$ cat src/rtl/dm_arbiter.sv
// dm_arbiter: round-robin two-port arbiter for the single-ported data memory.
// The winning command is latched into the dm drive registers, so the dm sees only registered state.
module dm_arbiter #(
    parameter int AW       = 7,
    parameter int DW       = 32,
    parameter bit FIRST_RR = 1'b0
) (
    input  logic          clk,
    input  logic          rst_n,
    input  logic          i_req0,
    input  logic          i_wr0,
    input  logic [AW-1:0] i_addr0,
    input  logic [DW-1:0] i_wdata0,
    output logic          o_gnt0,
    output logic          o_rvalid0,
    output logic [DW-1:0] o_rdata0,
    input  logic          i_req1,
    input  logic          i_wr1,
    input  logic [AW-1:0] i_addr1,
    input  logic [DW-1:0] i_wdata1,
    output logic          o_gnt1,
    output logic          o_rvalid1,
    output logic [DW-1:0] o_rdata1,
    output logic [AW-1:0] o_dm_addr,
    output logic          o_dm_rd,
    output logic          o_dm_wr,
    output logic [DW-1:0] o_dm_wdata,
    input  logic [DW-1:0] i_dm_rdata
);
    typedef enum logic [1:0] {IDLE, SERVE0, SERVE1} state_t;
    state_t        r_state;
    logic          r_rr;
    logic          r_dm_rd;
    logic          r_dm_wr;
    logic [AW-1:0] r_dm_addr;
    logic [DW-1:0] r_dm_wdata;
    logic          r_rvalid0;
    logic          r_rvalid1;
    logic [DW-1:0] r_rdata0;
    logic [DW-1:0] r_rdata1;
    logic          w_pick0;
    logic          w_pick1;
    // the port being served ignores its own still-held request on exit
    always_comb begin
        w_pick0 = (r_state == IDLE) ? i_req0 & (~i_req1 | ~r_rr) : (r_state == SERVE1) & i_req0;
        w_pick1 = (r_state == IDLE) ? i_req1 & (~i_req0 | r_rr) : (r_state == SERVE0) & i_req1;
    end
    always_ff @(posedge clk or negedge rst_n) begin
        if (!rst_n) begin
            r_state    <= IDLE;
            r_rr       <= FIRST_RR;
            r_dm_rd    <= 1'b0;
            r_dm_wr    <= 1'b0;
            r_dm_addr  <= '0;
            r_dm_wdata <= '0;
            r_rvalid0  <= 1'b0;
            r_rvalid1  <= 1'b0;
            r_rdata0   <= '0;
            r_rdata1   <= '0;
        end else begin
            r_state   <= w_pick0 ? SERVE0 : w_pick1 ? SERVE1 : IDLE;
            r_dm_wr   <= w_pick0 ? i_wr0 : w_pick1 & i_wr1;
            r_dm_rd   <= w_pick0 ? ~i_wr0 : w_pick1 & ~i_wr1;
            if (w_pick0 | w_pick1) begin
                r_dm_addr  <= w_pick0 ? i_addr0 : i_addr1;
                r_dm_wdata <= w_pick0 ? i_wdata0 : i_wdata1;
            end
            r_rvalid0 <= (r_state == SERVE0) & r_dm_rd;
            r_rvalid1 <= (r_state == SERVE1) & r_dm_rd;
            if ((r_state == SERVE0) & r_dm_rd)
                r_rdata0 <= i_dm_rdata;
            if ((r_state == SERVE1) & r_dm_rd)
                r_rdata1 <= i_dm_rdata;
            if (r_state == SERVE0)
                r_rr <= 1'b1;
            else if (r_state == SERVE1)
                r_rr <= 1'b0;
        end
    end
    assign o_gnt0     = (r_state == SERVE0);
    assign o_gnt1     = (r_state == SERVE1);
    assign o_rvalid0  = r_rvalid0;
    assign o_rvalid1  = r_rvalid1;
    assign o_rdata0   = r_rdata0;
    assign o_rdata1   = r_rdata1;
    assign o_dm_addr  = r_dm_addr;
    assign o_dm_rd    = r_dm_rd;
    assign o_dm_wr    = r_dm_wr;
    assign o_dm_wdata = r_dm_wdata;
endmodule

$ cat config.mk
export PLATFORM = sky130hd
export DESIGN_NAME = dm_arbiter
export DESIGN_NICKNAME = d
export VERILOG_FILES = /design/src/rtl/dm_arbiter.sv
export SDC_FILE = /design/constraint.sdc
export NUM_CORES = 1
export LEC_CHECK = 0
export ABC_AREA = 1
export ABC_CLOCK_PERIOD_IN_PS = 4000
export BUFFER_PORTS_ARGS = -buffer_cell sky130_fd_sc_hd__buf_2
export CAP_MARGIN = 20
export CORE_MARGIN = 2
export CORE_UTILIZATION = 35
export CTS_CLUSTER_DIAMETER = 40
export CTS_CLUSTER_SIZE = 30
export DETAILED_ROUTE_END_ITERATION = 12
export HOLD_SLACK_MARGIN = 0.12
export PLACE_DENSITY_LB_ADDON = 0.05
export SYNTH_ARGS = -nofsm -noshare
export SYNTH_HDL_FRONTEND = slang
export SYNTH_SLANG_ARGS = --single-unit
$ cat constraint.sdc
create_clock -name clk -period 4 [get_ports clk]
set_clock_uncertainty 0.2 [all_clocks]
set_input_delay 0.2 -clock clk [delete_from_list [all_inputs] [get_ports clk]]
set_output_delay 0.2 -clock clk [all_outputs]
set_load 0.02 [all_outputs]
Word-level counts from Yosys, hierarchy flattened. Index checks and enable logic that the tools add are counted. W data, S select, Z words.

Register bits: 110. Latch bits: 0. Bits in writable memories: 0. ROM bits: 0. Memories kept: 0.

Add/sub/neg operators: 0. Multiply operators: 0. Div/mod/pow operators: 0. Order comparisons: 0. Eq/ne operators: 2. Shift operators: 0. Multiplexer cells: 10. Bitwise operators: 16. Reductions and logical operators: 2.

Operators by type and width (count): $mux W32 (1); $and A1 B1 Y1 (8); $mux W7 (1); $mux W1 (6); $not A1 Y1 (5); $mux W2 (2); $or A1 B1 Y1 (3); $eq A2 B1 Y1 const B (1); $eq A2 B2 Y1 const B (1); $logic_not A2 Y1 (1); $reduce_bool A2 Y1 (1).

Depth between registers and ports, before layout. Gate-level depths: netlist of run 1.

Depth in word-level cells: 6. Depth in mapped cells: 11. Mapped depth without buffers: 9.

Worst setup path after synthesis of run 1. No wires, ideal clock.

Kind: flip-flop to flip-flop. Start point: reg r_state[0]. End point: reg r_dm_wdata[21], in the netlist o_dm_wdata[21]. Arrival: 1518 ps. Required time: 3683 ps. Slack: 2165 ps. Stages on the path, launching flop included: 12. Path buffers: 2. Period minus slack after synthesis: 1835 ps. Cell sequence: dfrtp_1 > inv_1 > ha_1 > inv_1 > nand2_1 > nand3_2 > nand2_2 > inv_2 > buf_4 > buf_6 > nand2_1 > nand2_1.

Longest elaborated chain between the ends: 4. Elaborated cells between the ends (all ways): 9. Classes of those cells: eq/ne (2); mux (3); bitwise (3); reduce/logical (1).

RTL lines: from (decl) (line 31) `state_t r_state;`; from (signal assigned) (line 61) `r_state <= w_pick0 ? SERVE0 : w_pick1 ? SERVE1 : IDLE;`; $eq A2 B2 Y1 *; net o_gnt1 (line 21) `output logic o_gnt1,`; $and A1 B1 Y1 * (line 45) `w_pick0 = (r_state == IDLE) ? i_req0 & (~i_req1 | ~r_rr) : (r_state == SERVE1) & i_req0;`; $mux W1 * (line 45); $mux W32 or $or A1 B1 Y1 (tied branches) (line 66, 64); to (signal assigned) (line 66) `r_dm_wdata <= w_pick0 ? i_wdata0 : i_wdata1;`; to (decl) (line 36) `logic [DW-1:0] r_dm_wdata;`.

The timed path passes the listed nets; every way through them passes the cells marked *. A chain may end at the register's enable or synchronous reset.

Worst setup path in the final report of run 1.
Start point: reg r_state[0]. End point: reg r_dm_wdata[12], in the netlist o_dm_wdata[12].

Longest elaborated chain between the ends: 4. Elaborated cells between the ends (all ways): 9. Classes of those cells: eq/ne (2); mux (3); bitwise (3); reduce/logical (1).

RTL lines (line): $eq A2 B2 Y1 or $eq A2 B1 Y1 (tied branches) (45, 46); $and A1 B1 Y1 (on tied branches) (45, 46); $mux W1 (on tied branches) (45, 46); $mux W32 or $or A1 B1 Y1 (tied branches) (66, 64).

Several ways; a longest one is shown, not always the timed one.

==> Implementation_results.wiki, run 1 <==
{| class="wikitable"
! Metric !! Value
|-
| Clock latency on the worst-skew pair || 0.34 ns
|-
| Synthesized area || 4900 µm²
|-
| TritonCTS Buffers || 9
|-
| Sequence of cells on the critical path || inv_1, ha_1, nand3_2, nand3_2, buf_4, nand2_1, nand3_1, dlygate4sd3_1, nand2_1
|-
| Effective utilization at floorplan || 35.6%
|-
| Run status || finished, final reports clean
|-
| Growth of design area from synthesis to finish || 55.9%
|-
| Total GRT Usage || 18.6%
|-
| Final number of setup-violating endpoints || 0
|-
| Reg-to-Reg End || o_dm_wdata[12]
|-
| Post-DR wirelength/cell || 12.5 µm
|-
| Post-route DRC || 0
|-
| Post-route setup TNS || 0 ns
|-
| Placeable core region || 13,800 µm²
|-
| Synthesized instance count || 612
|-
| Number of hold buffers added after CTS || 116
|-
| Hold Fails Final Rpt || 0
|-
| Num Clock Sinks || 110
|-
| Number of global-route vias before repair || 4,842
|-
| First-pass GRT wire length || 22.1 mm
|-
| Mean post-synth cell area || 8.01 µm²
|-
| Final worst path period need || 3.25 ns
|-
| Launch instance of the worst min-delay path || i_req1
|-
| Placed instance area || 6130 µm²
|-
| Layout net count || 1,056
|-
| Diode count || 0
|-
| Proportion of layout cells with a drive suffix above 1 || 27.2%
|-
| Core Rows || 43
|-
| Post-detail-place hpwl || 9.35 mm
|-
| DRT antenna net count || 0
|-
| Gp weighted congestion || 0.819
|-
| Via density || 4.44
|-
| Post-cts sizing count || 0
|-
| PD cells || 772 nW/µm²
|-
| Required arrival time at the worst endpoint || 4.05 ns
|-
| Root buffer cell || clkbuf_16
|-
| Setup slack of the most critical reg-to-reg path || 0.75 ns
|-
| Maximum number of buffers from clock root to sink || 2
|-
| Leakage power || 0.00438 µW
|-
| Number of antenna violations at the first check in global routing || 0
|-
| Sink of the worst hold path || o_dm_rd
|-
| Worst slew pin tran || 0.855 ns
|-
| Largest fanout of any net on the critical path || 43
|-
| Kind of critical path || register to register
|-
| Clock tree from TritonCTS || yes
|-
| Nets in the synthesized netlist || 731
|-
| Setup crit end kind || register
|-
| Leftover overflow at the end of global routing || 0
|-
| Reg-to-reg startpoint || r_state[0]
|-
| Starting DRT DRC Count || 272
|-
| Max-Cap Viols || 0
|-
| Final Cell Area || 7640 µm²
|-
| Routed wire length || 14.1 mm
|-
| Largest net degree at the start of global routing || 67
|-
| Post-CTS setup-driven buffer insertion count || 0
|-
| Ports placed on the boundary || 225
|-
| Worst endpoint data arrival time || 3.29 ns
|-
| Die X || 122 µm
|-
| Length of the first detailed-routing pass in iterations || 4
|-
| Portion of the clock cycle consumed by the worst path in the final layout || 81.2%
|-
| Via total after detailed routing || 4,985
|-
| Critical-path top delay cell || nand3_2
|-
| Distinct cell type count after synthesis || 15
|-
| H-tree levels || 3
|-
| Worst stage delay on the critical path || 0.64 ns
|-
| Min-delay worst type || primary input to register
|-
| Number of cells on the worst hold path || 7
|-
| #FFs+latches synth || 110
|-
| Critical path startpoint category || register
|-
| RSZ-0062 raised after global routing || false
|-
| Worst rel slew slack || 43.0%
|-
| Die H || 122 µm
|-
| Maximum clock rate || 308 MHz
|-
| Count of input and output buffers || 224
|-
| Post-synthesis sequential area ratio || 56.2%
|-
| Synthesis warning total || 0
|-
| R2R depth || 9
|-
| Final Max Slew Viols || 0
|-
| Maximum ir drop on the vdd rail || 306 µV
|-
| Clock edge transition at the registers on the reported setup and hold paths || 0.08 ns
|-
| Die ar. || 15,000 µm²
|}
cells in the mapped netlist (all sizes together):
master | n | area [µm²]
clkbuf | 17 | 63.8
nand2 | 193 | 727
ha | 3 | 37.5
nand3 | 81 | 415
buf | 17 | 101
inv | 120 | 450
dfrtp | 110 | 2750
nand4 | 1 | 6.26
o21ai | 66 | 330
nor2 | 4 | 15.0
power by group:
group          leakage (µW)  internal [µW]  total [µW]  switching (µW)
Clock              0.000138            440         882             442
Sequential          0.00134           1670        1960             290
Combinational       0.00291           1180        3050            1870
Total               0.00438           3290        5900            2600
critical path, delay by kind of cell (launching register included):
family                   cells  cell delay [ns]
AND/OR/NAND/NOR              5             1.19
flip-flops                   1             0.39
adder cells (fa/ha/maj)      1             0.27
buffers and inverters        3             1.07
through the flow:
step	cells	hold slack, ns	utilization (%)	power, µW	worst slack [ns]
finish	1122	0.256	55.5	5900	0.754
global route	1122	0.306	55.5	6380	0.455
CTS	1119	0.228	55.0	5930	0.727
detailed placement	987	0.169	44.5	4660	1.08
global placement	987	0.159	44.5	4580	1.19
floorplan	612	-0.296	-	3720	2.16
layer usage:
layer / vias to the layer above / track usage (%) / routed length, µm / part of all wire (%)
met4: 0 / 8.98 / 425 / 3.0
met1: 2282 / 22.7 / 6070 / 43
met2: 178 / 31.4 / 6680 / 48
met5: - / 0 / 0 / 0
met3: 29 / 3.81 / 891 / 6.3
li1: 2496 / - / - / -
logic make-up (layout without fill, tap and decap cells):
family	after synthesis	after routing	synth area share [%]
AND/OR/NAND/NOR	279	279	23.7
flip-flops	110	110	56.2
AO/OA/AOI/OAI	66	66	6.74
adder cells (fa/ha/maj)	3	3	0.766
buffers and inverters	154	484	12.6
sequential cells by signal, summed over array words and instances (netlist names):
name	cells
o_dm_addr	7
o_dm_rd	1
o_dm_wdata	32
o_dm_wr	1
o_rdata0	32
o_rdata1	32
o_rvalid0	1
o_rvalid1	1
r_rr	1
r_state	2
layout by cell type, fill, tap and decap left out:
| master | Yosys | final |
|---|---|---|
| dlygate4sd3_1 | 0 | 116 |
| nor2_1 | 4 | 3 |
| buf_12 | 0 | 1 |
| o21ai_0 | 66 | 66 |
| nand3_1 | 79 | 79 |
| clkbuf_16 | 0 | 9 |
| nand2_2 | 1 | 3 |
| clkinv_4 | 0 | 1 |
| inv_8 | 0 | 3 |
| inv_2 | 2 | 2 |
| ha_1 | 3 | 3 |
| nand3_2 | 2 | 2 |
| buf_2 | 12 | 223 |
| nand4_1 | 1 | 1 |
| buf_16 | 0 | 1 |
| clkinvlp_4 | 0 | 2 |
| dfrtp_1 | 110 | 110 |
| nor2_2 | 0 | 1 |
| nand2_1 | 192 | 190 |
| buf_6 | 1 | 1 |
| inv_1 | 118 | 118 |
| buf_4 | 4 | 6 |
| inv_6 | 0 | 1 |
worst max path at each step:
| stage | cells past startpoint | start | endpoint |
|---|---|---|---|
| 6_report | 9 | r_state[0] | o_dm_wdata[12] |
| 5_1_grt | 9 | r_state[0] | o_dm_wdata[11] |
| 4_1_cts | 9 | r_state[0] | o_dm_wr |
| 3_5_place_dp | 8 | r_state[0] | o_dm_addr[5] |
| 3_3_place_gp | 8 | r_state[0] | o_dm_wdata[5] |
| 2_1_floorplan | 11 | r_state[0] | o_dm_wdata[21] |
cell type report:
type,instances,area (µm²)
inverters,120,450
well taps,180,225
fillers,1335,6130
repair buffers,348,2380
clock inverters,7,66.3
clock buffers,9,225
multi-input cells,348,1540
flip-flops and latches,110,2750
No activity file was read; power rests on OpenSTA's default activity.
==> run 2, diff against run 1 <==
Settings changed: ABC_CLOCK_PERIOD_IN_PS 4000 to 3300.
Clock period 4 ns to 3.3 ns, I/O delays scaled along.
==> Implementation_results.wiki, run 2 (same netlist as run 1, synthesis figures left out) <==
{| class="wikitable"
! Metric !! Value
|-
| Run status || finished, final reports clean
|-
| CP dominant cell by count || nand3_1
|-
| Post-route DRC || 0 (unchanged)
|-
| Post-detail-place hpwl || 9.13 mm (-2.4%)
|-
| Commonest cells after routing, fill and taps aside || buf_2, nand2_1, inv_1, dlygate4sd3_1, dfrtp_1
|-
| Clock edge transition at the registers on the reported setup and hold paths || 0.08 ns (about the same)
|-
| Fill cell total of the finished layout || 1,298 (-2.8%)
|-
| Die X || 122 µm (unchanged)
|-
| Length of the first detailed-routing pass in iterations || 4 (unchanged)
|-
| PD cells || 937 nW/µm² (+21%)
|-
| Final number of setup-violating endpoints || 0 (unchanged)
|-
| Maximum ir drop on the vdd rail || 401 µV (+31%)
|-
| Setup crit end kind || register
|-
| Growth of design area from synthesis to finish || 56.6%
|-
| Worst rel slew slack || 55.3% (+12 points)
|-
| Critical-path top delay cell || dlygate4sd3_1
|-
| Maximum clock rate || 369 MHz (+20%)
|-
| Final Max Slew Viols || 0 (unchanged)
|-
| Multi-input combinational cell area || 1540 µm² (unchanged)
|-
| Clock latency on the worst-skew pair || 0.34 ns (about the same)
|-
| Number of antenna violations at the first check in global routing || 0 (unchanged)
|-
| Via density || 4.50 (+1.2%)
|-
| Timing endpoint of the critical path || o_dm_wdata[13]
|-
| Via total after detailed routing || 5,044 (+1.2%)
|-
| H-tree levels || 3 (unchanged)
|-
| Reg-to-Reg End || o_dm_wdata[13]
|-
| RSZ-0062 raised after global routing || false
|-
| Sequence of cells on the critical path || inv_1, ha_1, nor2_1, nor2_2, buf_12, nand3_1, nand3_1, dlygate4sd3_1, nand2_1
|-
| Worst slew pin tran || 0.670 ns (-0.184 ns)
|-
| Final standard cell utilization of the core || 55.7% (+0.24 points)
|-
| Critical path depth || 9 (unchanged)
|-
| Largest net degree at the start of global routing || 66 (-1.5%)
|-
| R2R depth || 9 (unchanged)
|-
| Post-route setup TNS || 0 ns (unchanged)
|-
| Die ar. || 15,000 µm² (unchanged)
|-
| Max-Cap Viols || 0 (unchanged)
|-
| Core Rows || 43 (unchanged)
|-
| Clock tree from TritonCTS || yes
|-
| Die H || 122 µm (unchanged)
|-
| Effective utilization at floorplan || 35.6% (unchanged)
|-
| Setup slack of the most critical reg-to-reg path || 0.59 ns (-0.16 ns)
|-
| Layout net count || 1,056 (unchanged)
|-
| Reg-to-reg startpoint || r_state[0]
|-
| Fraction of power consumed by combinational cells || 51.6% (about the same)
|-
| Required arrival time at the worst endpoint || 3.33 ns (-0.72 ns)
|-
| Gp weighted congestion || 0.818 (-0.21%)
|-
| Kind of critical path || register to register
|-
| Critical path startpoint category || register
|-
| Internal power || 4070 µW (+23%)
|-
| Proportion of layout cells with a drive suffix above 1 || 27.0% (-0.21 points)
|-
| Starting DRT DRC Count || 295 (+8.5%)
|-
| Worst endpoint data arrival time || 2.74 ns (-0.55 ns)
|-
| Share of power burned in the clock network || 15.2% (+0.2 points)
|-
| Startpoint of the most critical setup path || r_state[0]
|-
| Final worst path period need || 2.71 ns (-0.535 ns)
|-
| Portion of the clock cycle consumed by the worst path in the final layout || 82.2% (+1.0 points)
|-
| Switching part of the total || 43.4% (-0.68 points)
|-
| First-pass GRT wire length || 22.4 mm (+1.3%)
|-
| Num Clock Sinks || 110 (unchanged)
|-
| Root buffer cell || clkbuf_16
|-
| Sequential power share || 33.2% (about the same)
|-
| Leakage power || 0.00439 µW (+0.23%)
|-
| Total GRT Usage || 18.6% (about the same)
|-
| Sequential cell area || 2750 µm² (unchanged)
|-
| Post-cts sizing count || 0 (unchanged)
|-
| Placeable core region || 13,800 µm² (unchanged)
|-
| TritonCTS Buffers || 9 (unchanged)
|-
| Sum of buffers and inverters on the critical path || 3 (unchanged)
|-
| Number of global-route vias before repair || 4,783 (-1.2%)
|-
| Hold Fails Final Rpt || 0 (unchanged)
|-
| Total net switching power || 3120 µW (+20%)
|-
| Routed wire length || 14.1 mm (about the same)
|-
| Ports placed on the boundary || 225 (unchanged)
|-
| Worst stage delay on the critical path || 0.57 ns (-0.07 ns)
|-
| Leftover overflow at the end of global routing || 0 (unchanged)
|-
| Diode count || 0 (unchanged)
|-
| Most common cell after layout, fill and taps aside || buf_2
|-
| Count of input and output buffers || 224 (unchanged)
|-
| DRT antenna net count || 0 (unchanged)
|-
| Min-delay worst type || primary input to async pin
|-
| Overall Power || 7190 µW (+22%)
|-
| Crit path max-delay family || buffers and inverters
|-
| Post-DR wirelength/cell || 12.5 µm (about the same)
|-
| Largest fanout of any net on the critical path || 26 (-40%)
|-
| Maximum number of buffers from clock root to sink || 2 (unchanged)
|}
run 2: what timing repair did:
| action | 4_1_cts | 5_1_grt |
|---|---|---|
| hold buffers | 117 | 0 |
| hold endpoints to repair | 155 | 0 |
| buffers inserted | 0 | 0 |
run 2: worst min-delay path by stage:
stage | slack [ns] | depth (start not counted) | start | to
finish | 0.19 | 2 | rst_n | o_rdata1[7]
global route | 0.25 | 2 | rst_n | o_rdata1[7]
CTS | 0.22 | 2 | rst_n | o_rdata1[7]
detailed placement | 0.04 | 1 | rst_n | o_rdata1[7]
global placement | 0.04 | 1 | rst_n | o_rdata1[7]
floorplan | -0.33 | 0 | rst_n | o_dm_addr[0]
run 2: per-stage QoR:
step / hold WS [ns] / setup WS (ns) / instances / instance area [µm²]
after floorplan: -0.331 / 1.46 / 612 / 4900
after global routing: 0.252 / 0.393 / 1122 / 7670
after CTS: 0.224 / 0.578 / 1120 / 7620
after global placement: 0.0449 / 1.07 / 987 / 6150
after detailed placement: 0.0434 / 0.972 / 987 / 6150
final: 0.187 / 0.589 / 1122 / 7670
run 2: cell type report:
class	count	share of cell area (%)
Clock buffer	10	2.98
Clock inverter	6	0.930
Inverter	120	5.87
Multi-Input combinational cell	348	20.1
Sequential cell	110	35.9
Tap cell	180	2.94
Timing Repair Buffer	348	31.3
run 2: power groups by stage:
stage / Sequential (µW) / Combinational, µW / Clock (µW)
floorplan: 3190 / 1320 / 0
global placement: 2400 / 3180 / 0
detailed placement: 2400 / 3250 / 0
CTS: 2390 / 3710 / 1120
global route: 2470 / 4110 / 1180
finish: 2390 / 3710 / 1090
run 2: layer usage:
layer  up-vias  global-route usage (%)  wire length [µm]
li1       2495                       -                 -
met1      2343                    24.1              6170
met2       180                    30.8              6590
met3        26                    3.90              1000
met4         0                    6.82               298
met5         -                       0                 0
==> run 3, diff against run 2 <==
Settings changed: ABC_CLOCK_PERIOD_IN_PS 3300 to 2500.
Clock period 3.3 ns to 2.5 ns, I/O delays scaled along.
==> Implementation_results.wiki, run 3 (same netlist as run 1, synthesis figures left out) <==
{| class="wikitable"
! Metric !! Value
|-
| Multi-input combinational cell area || 1540 µm² (unchanged)
|-
| H-tree levels || 3 (unchanged)
|-
| Min-delay worst type || primary input to register
|-
| Kind of critical path || register to register
|-
| Critical path depth || 9 (unchanged)
|-
| Largest net degree at the start of global routing || 66 (unchanged)
|-
| Run status || finished, final reports clean
|-
| Via total after detailed routing || 5,083 (+0.77%)
|-
| R2R depth || 9 (unchanged)
|-
| Required arrival time at the worst endpoint || 2.54 ns (-0.79 ns)
|-
| Portion of the clock cycle consumed by the worst path in the final layout || 93.7% (+12 points)
|-
| Max-Cap Viols || 0 (unchanged)
|-
| RSZ-0062 raised after global routing || false
|-
| Final number of setup-violating endpoints || 0 (unchanged)
|-
| Count of input and output buffers || 224 (unchanged)
|-
| Number of cells on the worst hold path || 5
|-
| Number of antenna violations at the first check in global routing || 0 (unchanged)
|-
| Fill cell total of the finished layout || 1,281 (-1.3%)
|-
| Post-route setup TNS || 0 ns (unchanged)
|-
| Switching part of the total || 44.5% (+1.0 points)
|-
| Placed instance area || 6190 µm² (+0.61%)
|-
| Sequence of cells on the critical path || inv_1, ha_1, nand3_2, nand3_2, buf_8, nand2_1, nand3_1, dlygate4sd3_1, nand2_1
|-
| Worst rel slew slack || 62.0% (+6.8 points)
|-
| Fraction of power consumed by combinational cells || 50.2% (-1.4 points)
|-
| Internal power || 5100 µW (+25%)
|-
| Clock tree from TritonCTS || yes
|-
| Routed wire length || 15.1 mm (+7.0%)
|-
| Via density || 4.51 (+0.33%)
|-
| Post-DR wirelength/cell || 13.4 µm (+6.6%)
|-
| Leakage power || 0.00444 µW (+1.1%)
|-
| Starting DRT DRC Count || 324 (+9.8%)
|-
| Core Rows || 43 (unchanged)
|-
| Critical-path top delay cell || dlygate4sd3_1
|-
| Maximum number of buffers from clock root to sink || 2 (unchanged)
|-
| TritonCTS Buffers || 9 (unchanged)
|-
| Final Max Slew Viols || 0 (unchanged)
|-
| Post-route DRC || 0 (unchanged)
|-
| Final Cell Area || 7700 µm² (+0.36%)
|-
| Root buffer cell || clkbuf_16
|-
| Die ar. || 15,000 µm² (unchanged)
|-
| Commonest cells after routing, fill and taps aside || buf_2, nand2_1, inv_1, dlygate4sd3_1, dfrtp_1
|-
| Total GRT Usage || 20.6% (+2.0 points)
|-
| First-pass GRT wire length || 24.3 mm (+8.1%)
|-
| Diode count || 0 (unchanged)
|-
| Die H || 122 µm (unchanged)
|-
| Sequential cell area || 2750 µm² (unchanged)
|-
| Layout net count || 1,061 (+0.47%)
|-
| Effective utilization at floorplan || 35.6% (unchanged)
|-
| Placeable core region || 13,800 µm² (unchanged)
|-
| Crit path max-delay family || buffers and inverters
|-
| Number of global-route vias before repair || 5,148 (+7.6%)
|-
| Most common cell after layout, fill and taps aside || buf_2
|-
| Critical path startpoint category || register
|-
| Clock latency on the worst-skew pair || 0.34 ns (about the same)
|-
| Num Clock Sinks || 110 (unchanged)
|-
| PD cells || 1190 nW/µm² (+27%)
|-
| Growth of design area from synthesis to finish || 57.2%
|-
| Sum of buffers and inverters on the critical path || 3 (unchanged)
|-
| Proportion of layout cells with a drive suffix above 1 || 27.1% (+0.17 points)
|-
| Gp weighted congestion || 0.804 (-1.7%)
|-
| Post-CTS setup-driven buffer insertion count || 0 (unchanged)
|-
| Worst stage delay on the critical path || 0.57 ns (about the same)
|-
| Post-detail-place hpwl || 9.52 mm (+4.3%)
|-
| Sequential power share || 34.3% (+1.1 points)
|-
| Worst slack at placement || 0.433 ns (-0.539 ns)
|-
| Final worst slack || 0.157 ns (-0.432 ns)
|-
| Ports placed on the boundary || 225 (unchanged)
|-
| Setup crit end kind || register
|-
| Worst endpoint data arrival time || 2.38 ns (-0.36 ns)
|-
| Worst slew pin tran || 0.569 ns (-0.101 ns)
|-
| Maximum clock rate || 427 MHz (+16%)
|-
| Hold Fails Final Rpt || 0 (unchanged)
|-
| Clock edge transition at the registers on the reported setup and hold paths || 0.07 ns (about the same)
|-
| Total net switching power || 4090 µW (+31%)
|-
| Die X || 122 µm (unchanged)
|-
| Leftover overflow at the end of global routing || 0 (unchanged)
|-
| Maximum ir drop on the vdd rail || 478 µV (+19%)
|-
| Largest fanout of any net on the critical path || 43 (+65%)
|-
| Length of the first detailed-routing pass in iterations || 4 (unchanged)
|-
| Final worst path period need || 2.34 ns (-0.368 ns)
|-
| Share of power burned in the clock network || 15.5% (+0.3 points)
|-
| DRT antenna net count || 0 (unchanged)
|}
run 3: power by group through the flow:
stage               sequential (µW)  combinational [µW]  clock, µW
floorplan                      4210                1740          0
global placement               3160                4250          0
detailed placement             3170                4350          0
CTS                            3150                4630       1460
global route                   3260                5140       1550
finish                         3150                4610       1420
run 3: worst paths after layout:
kind	slack (ns)	to	start
worst max-delay path	0.16	o_dm_wdata[19]	r_state[1]
max in group asynchronous	0.94	o_rdata1[16]	rst_n
min in group asynchronous	0.53	o_dm_wdata[4]	rst_n
worst max register to register	0.16	o_dm_wdata[19]	r_state[1]
worst min-delay path	0.28	r_state[0]	i_req1
worst min register to register	0.28	o_dm_wdata[6]	o_dm_wdata[6]
run 3: metal layers:
metal  global-route usage, %  part of all wire (%)  vias up
met4                    11.1                   3.8        0
li1                        -                     -     2508
met3                    4.51                   6.5       44
met1                    24.8                    42     2356
met5                       0                     0        -
met2                    34.2                    48      175
run 3: through the flow:
step / cells / power, µW / hold WS [ns] / utilization (%)
2_1_floorplan: 612 / 5950 / -0.371 / -
3_3_place_gp: 992 / 7410 / -0.0763 / 44.9
3_5_place_dp: 992 / 7510 / -0.0796 / 44.9
4_1_cts: 1127 / 9240 / 0.279 / 55.8
5_1_grt: 1127 / 9950 / 0.288 / 55.9
6_report: 1127 / 9180 / 0.276 / 55.9
run 3: final cells by class:
| class | instances | area share, % |
|---|---|---|
| Sequential cell | 110 | 35.7 |
| Timing Repair Buffer | 353 | 31.7 |
| Multi-Input combinational cell | 348 | 20.0 |
| Inverter | 120 | 5.85 |
| Clock buffer | 11 | 3.02 |
| Tap cell | 180 | 2.92 |
| Clock inverter | 5 | 0.780 |
run 3: timing repair:
item	in CTS	in global routing
hold buffers	119	0
endpoints found under the setup margin	0	12
resized for setup	0	6
endpoints found under the hold margin	216	0
run 3: tightest hold or removal path, delay by kind of cell:
family | cells | cell delay [ns]
buffers and inverters | 3 | 0.47
AND/OR/NAND/NOR | 2 | 0.18
